**config.mk**
```make
export PLATFORM = sky130hd
export DESIGN_NAME = mem_arbiter_flat
export DESIGN_NICKNAME = d
export VERILOG_FILES = /design/src/rtl/mem_pkg.sv /design/src/rtl/mem_arbiter_if.sv /design/src/rtl/mem_arbiter_rr_picker.sv /design/src/rtl/mem_arbiter.sv /design/src/flat_wrapper.sv
export SDC_FILE = /design/constraint.sdc
export NUM_CORES = 1
export LEC_CHECK = 0
export ABC_AREA = 1
export CAP_MARGIN = 10
export CORE_AREA = 2 2 118 120
export CTS_CLUSTER_SIZE = 30
export DETAILED_ROUTE_END_ITERATION = 16
export DIE_AREA = 0 0 120 122
export DONT_BUFFER_PORTS = 1
export PLACE_DENSITY = 0.3
export SETUP_SLACK_MARGIN = 0.3
export SKIP_CTS_REPAIR_TIMING = 1
export SKIP_LAST_GASP = 1
export SYNTH_ARGS = -nofsm -noshare
export SYNTH_HDL_FRONTEND = slang
export SYNTH_SLANG_ARGS = --single-unit
export TNS_END_PERCENT = 1
```
**constraint.sdc**
```tcl
create_clock -name clk -period 2.2 [get_ports clk]
set_input_delay 0.44 -clock clk [delete_from_list [all_inputs] [get_ports clk]]
set_output_delay 0.44 -clock clk [all_outputs]
set_load 0.1 [all_outputs]
```
**src/rtl/mem_pkg.sv**
```systemverilog
// Shared packet-buffer SRAM geometry and arbiter defaults.
package mem_pkg;
  localparam int NUM_BLOCKS        = 64;
  localparam int ADDR_W            = $clog2(NUM_BLOCKS);
  localparam int BLOCK_BITS        = 32;
  localparam int NUM_PORTS_DEFAULT = 4;

  function automatic int ptr_w(input int n);
    return (n > 1) ? $clog2(n) : 1;
  endfunction
endpackage

```
**src/rtl/mem_arbiter_if.sv**
```systemverilog
// Requester-side and SRAM-side bus of mem_arbiter; slave is the arbiter view.
interface mem_arbiter_if import mem_pkg::*; #(
    parameter int NUM_PORTS = NUM_PORTS_DEFAULT
) ();
    logic [NUM_PORTS-1:0]                 wr_req_i;
    logic [NUM_PORTS-1:0][ADDR_W-1:0]     wr_addr_i;
    logic [NUM_PORTS-1:0][BLOCK_BITS-1:0] wr_data_i;
    logic [NUM_PORTS-1:0]                 wr_gnt_o;
    logic [NUM_PORTS-1:0]                 rd_req_i;
    logic [NUM_PORTS-1:0][ADDR_W-1:0]     rd_addr_i;
    logic [NUM_PORTS-1:0]                 rd_gnt_o;
    logic [NUM_PORTS-1:0]                 rd_valid_o;
    logic [BLOCK_BITS-1:0]                rd_data_o;
    logic                                 sram_we_o;
    logic [ADDR_W-1:0]                    sram_waddr_o;
    logic [BLOCK_BITS-1:0]                sram_wdata_o;
    logic [ADDR_W-1:0]                    sram_raddr_o;
    logic [BLOCK_BITS-1:0]                sram_rdata_i;

    modport slave (
        input  wr_req_i, wr_addr_i, wr_data_i, rd_req_i, rd_addr_i, sram_rdata_i,
        output wr_gnt_o, rd_gnt_o, rd_valid_o, rd_data_o,
               sram_we_o, sram_waddr_o, sram_wdata_o, sram_raddr_o
    );

    modport master (
        output wr_req_i, wr_addr_i, wr_data_i, rd_req_i, rd_addr_i, sram_rdata_i,
        input  wr_gnt_o, rd_gnt_o, rd_valid_o, rd_data_o,
               sram_we_o, sram_waddr_o, sram_wdata_o, sram_raddr_o
    );
endinterface

```
**src/rtl/mem_arbiter_rr_picker.sv**
```systemverilog
// Stateless round-robin picker: first requester at or above ptr, wrapping.
module rr_picker import mem_pkg::*; #(
    parameter  int NUM_PORTS = NUM_PORTS_DEFAULT,
    localparam int PTR_W     = ptr_w(NUM_PORTS)
) (
    input  logic [NUM_PORTS-1:0] req,
    input  logic [PTR_W-1:0]     ptr,
    output logic [NUM_PORTS-1:0] gnt,
    output logic [PTR_W-1:0]     next_ptr
);
    logic [NUM_PORTS-1:0] w_mask;
    logic [NUM_PORTS-1:0] w_hi;
    logic [NUM_PORTS-1:0] w_src;

    // Prefer requesters at/above ptr; fall back to the lowest one to wrap.
    always_comb begin
        w_mask   = ~((NUM_PORTS'(1) << ptr) - NUM_PORTS'(1));
        w_hi     = req & w_mask;
        w_src    = (|w_hi) ? w_hi : req;
        gnt      = w_src & (~w_src + NUM_PORTS'(1));
        next_ptr = ptr;
        for (int i = 0; i < NUM_PORTS; i++) begin
            if (gnt[i]) next_ptr = (i == NUM_PORTS - 1) ? '0 : PTR_W'(i + 1);
        end
    end
endmodule

```
**src/rtl/mem_arbiter.sv**
```systemverilog
// Independent round-robin write/read arbitration in front of the packet SRAM.
// Define MEM_ARB_FWD_EN for same-cycle write-to-read forwarding.
module mem_arbiter import mem_pkg::*; #(
    parameter int NUM_PORTS = NUM_PORTS_DEFAULT
) (
    input  logic          clk,
    input  logic          rst_n,
    mem_arbiter_if.slave  bus
);
    localparam int PTR_W = ptr_w(NUM_PORTS);

    logic [PTR_W-1:0]      r_wr_ptr, r_rd_ptr;
    logic [PTR_W-1:0]      w_wr_nxt, w_rd_nxt;
    logic [NUM_PORTS-1:0]  w_wr_req, w_rd_req;
    logic [NUM_PORTS-1:0]  w_wr_gnt, w_rd_gnt;
    logic [NUM_PORTS-1:0]  r_rd_gnt_q;
    logic                  w_we;
    logic [ADDR_W-1:0]     w_waddr, w_raddr;
    logic [BLOCK_BITS-1:0] w_wdata;

    // No grant may escape while reset is held.
    assign w_wr_req = rst_n ? bus.wr_req_i : '0;
    assign w_rd_req = rst_n ? bus.rd_req_i : '0;

    rr_picker #(.NUM_PORTS(NUM_PORTS)) u_wr_pick (
        .req(w_wr_req), .ptr(r_wr_ptr), .gnt(w_wr_gnt), .next_ptr(w_wr_nxt)
    );

    rr_picker #(.NUM_PORTS(NUM_PORTS)) u_rd_pick (
        .req(w_rd_req), .ptr(r_rd_ptr), .gnt(w_rd_gnt), .next_ptr(w_rd_nxt)
    );

    always_ff @(posedge clk or negedge rst_n) begin
        if (!rst_n) begin
            r_wr_ptr   <= '0;
            r_rd_ptr   <= '0;
            r_rd_gnt_q <= '0;
        end else begin
            r_wr_ptr   <= w_wr_nxt;
            r_rd_ptr   <= w_rd_nxt;
            r_rd_gnt_q <= w_rd_gnt;
        end
    end

    // One-hot grants make an OR-reduce mux; idle buses stay at zero.
    always_comb begin
        w_waddr = '0;
        w_wdata = '0;
        w_raddr = '0;
        for (int i = 0; i < NUM_PORTS; i++) begin
            if (w_wr_gnt[i]) begin
                w_waddr = w_waddr | bus.wr_addr_i[i];
                w_wdata = w_wdata | bus.wr_data_i[i];
            end
            if (w_rd_gnt[i]) w_raddr = w_raddr | bus.rd_addr_i[i];
        end
    end

    assign w_we             = |w_wr_gnt;
    assign bus.wr_gnt_o     = w_wr_gnt;
    assign bus.rd_gnt_o     = w_rd_gnt;
    assign bus.rd_valid_o   = r_rd_gnt_q;
    assign bus.sram_we_o    = w_we;
    assign bus.sram_waddr_o = w_waddr;
    assign bus.sram_wdata_o = w_wdata;
    assign bus.sram_raddr_o = w_raddr;

`ifdef MEM_ARB_FWD_EN
    logic                  r_fwd_q;
    logic [BLOCK_BITS-1:0] r_fwd_data_q;

    // SRAM returns pre-write data on a collision; substitute the written word.
    always_ff @(posedge clk or negedge rst_n) begin
        if (!rst_n) begin
            r_fwd_q      <= 1'b0;
            r_fwd_data_q <= '0;
        end else begin
            r_fwd_q      <= w_we && (w_waddr == w_raddr);
            r_fwd_data_q <= w_wdata;
        end
    end

    assign bus.rd_data_o = r_fwd_q ? r_fwd_data_q : bus.sram_rdata_i;
`else
    assign bus.rd_data_o = bus.sram_rdata_i;
`endif
endmodule

```
**src/flat_wrapper.sv**
```systemverilog
// flat-port wrapper written by rule: the top's interface ports become plain ports
module mem_arbiter_flat import mem_pkg::*;
#(
    parameter int NUM_PORTS = NUM_PORTS_DEFAULT
)
  (clk, rst_n, bus_wr_req_i, bus_wr_addr_i, bus_wr_data_i, bus_rd_req_i, bus_rd_addr_i, bus_sram_rdata_i, bus_wr_gnt_o, bus_rd_gnt_o, bus_rd_valid_o, bus_rd_data_o, bus_sram_we_o, bus_sram_waddr_o, bus_sram_wdata_o, bus_sram_raddr_o);
  mem_arbiter_if #(.NUM_PORTS(NUM_PORTS)) bus_i ();
  input  logic clk;
  input  logic rst_n;
  input wire logic [$bits(bus_i.wr_req_i)-1:0] bus_wr_req_i;
  input wire logic [$bits(bus_i.wr_addr_i)-1:0] bus_wr_addr_i;
  input wire logic [$bits(bus_i.wr_data_i)-1:0] bus_wr_data_i;
  input wire logic [$bits(bus_i.rd_req_i)-1:0] bus_rd_req_i;
  input wire logic [$bits(bus_i.rd_addr_i)-1:0] bus_rd_addr_i;
  input wire logic [$bits(bus_i.sram_rdata_i)-1:0] bus_sram_rdata_i;
  output wire logic [$bits(bus_i.wr_gnt_o)-1:0] bus_wr_gnt_o;
  output wire logic [$bits(bus_i.rd_gnt_o)-1:0] bus_rd_gnt_o;
  output wire logic [$bits(bus_i.rd_valid_o)-1:0] bus_rd_valid_o;
  output wire logic [$bits(bus_i.rd_data_o)-1:0] bus_rd_data_o;
  output wire logic [$bits(bus_i.sram_we_o)-1:0] bus_sram_we_o;
  output wire logic [$bits(bus_i.sram_waddr_o)-1:0] bus_sram_waddr_o;
  output wire logic [$bits(bus_i.sram_wdata_o)-1:0] bus_sram_wdata_o;
  output wire logic [$bits(bus_i.sram_raddr_o)-1:0] bus_sram_raddr_o;
  assign bus_i.wr_req_i = bus_wr_req_i;
  assign bus_i.wr_addr_i = bus_wr_addr_i;
  assign bus_i.wr_data_i = bus_wr_data_i;
  assign bus_i.rd_req_i = bus_rd_req_i;
  assign bus_i.rd_addr_i = bus_rd_addr_i;
  assign bus_i.sram_rdata_i = bus_sram_rdata_i;
  assign bus_wr_gnt_o = bus_i.wr_gnt_o;
  assign bus_rd_gnt_o = bus_i.rd_gnt_o;
  assign bus_rd_valid_o = bus_i.rd_valid_o;
  assign bus_rd_data_o = bus_i.rd_data_o;
  assign bus_sram_we_o = bus_i.sram_we_o;
  assign bus_sram_waddr_o = bus_i.sram_waddr_o;
  assign bus_sram_wdata_o = bus_i.sram_wdata_o;
  assign bus_sram_raddr_o = bus_i.sram_raddr_o;
  mem_arbiter #(.NUM_PORTS(NUM_PORTS)) u_core (.clk(clk), .rst_n(rst_n), .bus(bus_i));
endmodule
```
# == Word level (Yosys, flattened, before mapping) ==
# Cells that the tools add are included.
# op_classes
n_addsub,4
shifts,2
mux,24
bitwise,17
n_reduce_logical,5
# op_table
op,n
two-way mux 32 bit,4
bitwise OR 32 bit,3
two-way mux 6 bit,8
bitwise OR 6 bit,6
AND 4 bit,4
two-way mux 2 bit,8
two-way mux 4 bit,4
inverter 4 bit,4
OR reduction 4 bit,3
adder 4 x 1 -> 4 bit (second input constant),2
nonzero test 4 bit,2
left shift 1 x 2 -> 4 bit (first input constant),2
subtractor 4 x 2 -> 4 bit (second input constant),2
# word_totals
ff_bits,8
input_bits,218
elab_cells,55

# == Depth between registers and ports, before layout ==
# depth
depth_word,16
depth_mapped,14

# == Hierarchy ==
# Synthesis repeated with hierarchy kept, for this count alone.
# unflattened
hier_cells,524
area_unflattened_um2,2359.8
# modules_own_cells
module,instances,cells_per_inst,area_each_um2,seq_area_each_um2
mem_arbiter,1,472,2102.0,200.2
rr_picker,2,26,128.9,0.0

# == Least setup slack after synthesis ==
# OpenSTA, ideal clock, no wires.
# synth_timing
path_kind,input port to output port
startpoint,in rst_n
endpoint,out bus_rd_gnt_o[3]
arrival_time_ns,4.304
t_required_ns,1.760
slack_ns,-2.544
cell_stages,9
path_buffers,1
path_cell_list,buf_4 > nand2_1 > nor2_1 > nor2_1 > nand2_1 > nand2_1 > nand2_2 > inv_2 > nor4_1
# synth_via
elab_chain_len,7
# synth_rtl
element,line_no,rtl
start: declaration,flat_wrapper.sv:9,input logic rst_n;
two-way mux 4 bit *,mem_arbiter.sv:23,assign w_rd_req = rst_n ? bus.rd_req_i : '0;
AND 4 bit,mem_arbiter_rr_picker.sv:18,w_hi = req & w_mask;
OR reduction 4 bit,mem_arbiter_rr_picker.sv:19,w_src = (|w_hi) ? w_hi : req;
two-way mux 4 bit *,mem_arbiter_rr_picker.sv:19,
inverter 4 bit,mem_arbiter_rr_picker.sv:20,gnt = w_src & (~w_src + NUM_PORTS'(1));
adder 4 x 1 -> 4 bit,mem_arbiter_rr_picker.sv:20,
AND 4 bit *,mem_arbiter_rr_picker.sv:20,
end: declaration,flat_wrapper.sv:17,output wire logic [$bits(bus_i.rd_gnt_o)-1:0] bus_rd_gnt_o;
# Every way passes the cells marked *; elsewhere a longest branch is shown, timed or not.

# == Worst setup path after layout ==
# layout_timing
startpoint,reg u_core.r_wr_ptr[1]
endpoint,out bus_sram_wdata_o[11]
# layout_via
elab_chain_len,16
# layout_rtl
element,line_no,rtl
start: declaration,mem_arbiter.sv:12,"logic [PTR_W-1:0] r_wr_ptr, r_rd_ptr;"
start signal: assignment,mem_arbiter.sv:39,r_wr_ptr <= w_wr_nxt;
left shift 1 x 2 -> 4 bit *,mem_arbiter_rr_picker.sv:17,w_mask = ~((NUM_PORTS'(1) << ptr) - NUM_PORTS'(1));
subtractor 4 x 2 -> 4 bit *,mem_arbiter_rr_picker.sv:17,
inverter 4 bit *,mem_arbiter_rr_picker.sv:17,
AND 4 bit *,mem_arbiter_rr_picker.sv:18,
OR reduction 4 bit,mem_arbiter_rr_picker.sv:19,
two-way mux 4 bit *,mem_arbiter_rr_picker.sv:19,
inverter 4 bit,mem_arbiter_rr_picker.sv:20,
adder 4 x 1 -> 4 bit,mem_arbiter_rr_picker.sv:20,
AND 4 bit *,mem_arbiter_rr_picker.sv:20,
two-way mux 32 bit,mem_arbiter.sv:51,if (w_wr_gnt[i]) begin
bitwise OR 32 bit,mem_arbiter.sv:53,w_wdata = w_wdata | bus.wr_data_i[i];
two-way mux 32 bit,mem_arbiter.sv:51,
bitwise OR 32 bit,mem_arbiter.sv:53,
two-way mux 32 bit,mem_arbiter.sv:51,
bitwise OR 32 bit,mem_arbiter.sv:53,
two-way mux 32 bit *,mem_arbiter.sv:51,
end: declaration,flat_wrapper.sv:22,output wire logic [$bits(bus_i.sram_wdata_o)-1:0] bus_sram_wdata_o;
# Marks and branches as above.

==> results_dict.tcl <==
set metrics [dict create \
    max_freq_mhz 405 \
    rsz0062_at_grt "yes" \
    final_nets 751 \
    whs_ns 0.438 \
    worstPathMaxFanout 6 \
    ys_ff_latch 8 \
    r2r_cells 11 \
    rrSetupSlack_ns 0.53 \
    ant_nets 0 \
    gp_congestion 0.814 \
    synth.yosys.seq_area_share_pct 8.20 \
    grt_usage_pct 12.3 \
    clkLatencyLatePin_ns 0.23 \
    required_ns 1.76 \
    setup_violations 51 \
    grt_pass1_wl_um 14800 \
    outcome "finished, violations left" \
    crit_start "u_core.r_wr_ptr[1]$_DFFE_PN0P_" \
    final_common_cell "nand2_1" \
    worstPathArrival_ns 2.03 \
    violations "negative setup slack" \
    first_global_vias 2957 \
    power.density_nw_per_um2 1180 \
    syn-num-nets 717 \
    vias_per_cell 4.62 \
    r2r-end "u_core.r_wr_ptr[0]$_DFFE_PN0P_" \
    final_max_slew_viol_count 0 \
    fp-row-count 43 \
    routed_wl_um 11100 \
    yosys_warnings 0 \
    hold_viol 0 \
    cts_made_buffers 3 \
    cp-start-kind "flop" \
    drt_pre_antenna_iters 4 \
    syn_area_um2 2440 \
    fin_ws_ns -0.272 \
    die_area_um2 14600 \
    first_iter_violations 110 \
    wl_per_cell_um 15.6 \
    die_h_um 122 \
    ys_types 22 \
    tightest_slew_ns 0.452 \
    coreArea_um2 13500 \
    cts_buffer_depth 2 \
    syn_avg_cell_area_um2 4.89 \
    clk_pin_slew_ns 0.04 \
    antenna_cells 0 \
    syn-instance-count 499 \
    final_layout_size_suffix_gt1_share_pct 39.9 \
    htreeDepth 1 \
    dieWidth_um 120 \
    dp_slack_ns -0.0418 \
    initial_core_util_pct 18.1 \
    syn_to_final_growth_pct 72.2 \
    grt_max_degree 46 \
    root_buffer "clkbuf_16" \
    cts_tree "built" \
    gr-total-overflow 0 \
    port_buffers 0 \
    final_cell_mix "nand2_1, inv_1, nand3_1" \
    hold_path_class "primary input to flop" \
    finClkSkew_ns 0.00133 \
    worstSetupPathType "flop to output pin" \
    rr_startpoint "u_core.r_wr_ptr[1]$_DFFE_PN0P_" \
    fill_cells 1489 \
    peakVddDrop_mv 0.566 \
    fin_crit_sh_pct 112 \
    vias 3283 \
    min_period_ns 2.47 \
    drc 0 \
    cts_sinks 8 \
    drv_cap 0 \
    io_pins 307 \
    leakagePower_uw 0.00217 \
    antenna_found_initial 0 \
    dp_hpwl_um 7960 \
    cp-end-kind "output pin" \
    slew-limit-headroom_pct 69.8 \
    crit_end "bus_sram_wdata_o[11]" \
]
## cells by family (layout without fill, tap and decap cells)
logic type	after synthesis	in the layout	share of synthesized area, %
flops	8	8	8.20
simple gates	356	356	63.0
compound gates	9	9	2.51
buf+inv	126	158	26.3
## power by group
group	switching [uW]	internal, uW	leakage [uW]	total [uW]
combinational	2990	1460	0.00203	4450
clock	67.1	234	0.0000370	301
sequential	39.9	189	0.0000973	229
## cell usage after synthesis
master / count / area (um2)
inv_1: 59 / 221
inv_2: 6 / 22.5
buf_1: 3 / 11.3
nand3b_1: 1 / 7.51
nand4_1: 38 / 238
nor2_2: 3 / 18.8
o21bai_1: 1 / 7.51
buf_4: 35 / 263
nand3_1: 64 / 320
o21a_1: 1 / 7.51
o21ai_1: 2 / 10.0
nand2_1: 162 / 608
buf_2: 12 / 60.1
nor4_1: 1 / 6.26
nor2_1: 83 / 312
dfrtp_1: 8 / 200
o21ai_0: 2 / 10.0
nand2_2: 3 / 18.8
nand3_2: 1 / 10.0
clkbuf_1: 8 / 30.0
a21oi_2: 3 / 26.3
buf_6: 3 / 33.8
## area by class of cell
cell class | instances | area (um2) | share of cell area [%]
Multi-Input combinational cell | 365 | 2010 | 47.7
Inverter | 65 | 264 | 6.28
Clock buffer | 3 | 75.1 | 1.79
Sequential cell | 8 | 203 | 4.82
Tap cell | 180 | 225 | 5.36
Timing Repair Buffer | 90 | 1430 | 34.0
## worst min-delay path by stage
stage | from | end | depth (start not counted)
3_5_place_dp | rst_n | u_core.bus.rd_valid_o[3]$_DFF_PN0_ | 0
3_3_place_gp | rst_n | u_core.bus.rd_valid_o[2]$_DFF_PN0_ | 0
5_1_grt | rst_n | u_core.r_rd_ptr[0]$_DFFE_PN0P_ | 3
6_report | rst_n | u_core.r_rd_ptr[0]$_DFFE_PN0P_ | 3
4_1_cts | rst_n | u_core.bus.rd_valid_o[2]$_DFF_PN0_ | 0
2_1_floorplan | rst_n | u_core.bus.rd_valid_o[0]$_DFF_PN0_ | 0
## through the flow
| stage | total power [uW] | utilization [%] | cells | TNS (ns) | area [um2] |
|---|---|---|---|---|---|
| after floorplan | 3340 | - | 499 | -11.03 | 2750 |
| after global placement | 4410 | 27.7 | 693 | -0.110 | 3750 |
| after detailed placement | 4400 | 27.7 | 693 | -0.522 | 3750 |
| after CTS | 4720 | 28.3 | 696 | -10.34 | 3820 |
| after global routing | 5220 | 31.1 | 711 | -18.17 | 4210 |
| final | 4980 | 31.1 | 711 | -10.52 | 4210 |
## routing by layer
| layer | part of all wire, % | GRT usage (%) | up-vias |
|---|---|---|---|
| met1 | 36 | 13.4 | 1509 |
| met5 | 0 | 0 | - |
| met4 | 0.59 | 1.76 | 0 |
| met3 | 8.9 | 3.60 | 6 |
| met2 | 54 | 24.0 | 164 |
| li1 | - | - | 1604 |
## sequential cells by signal (all words and copies together), names as in the netlist
signal	count
u_core.r_wr_ptr	2
u_core.bus.rd_valid_o	4
u_core.r_rd_ptr	2
## critical path, stage by stage (launching register included)
cell and delay [ns]:
dfrtp_2 0.42, nand2_2 0.09, a21oi_2 0.18, nand3_2 0.11, nand2_4 0.12, nand3_4 0.20, clkbuf_16 0.23, nor2_1 0.14
nor2_2 0.05, nand2_2 0.07, buf_12 0.17
Power figures use the tool's default switching activity.
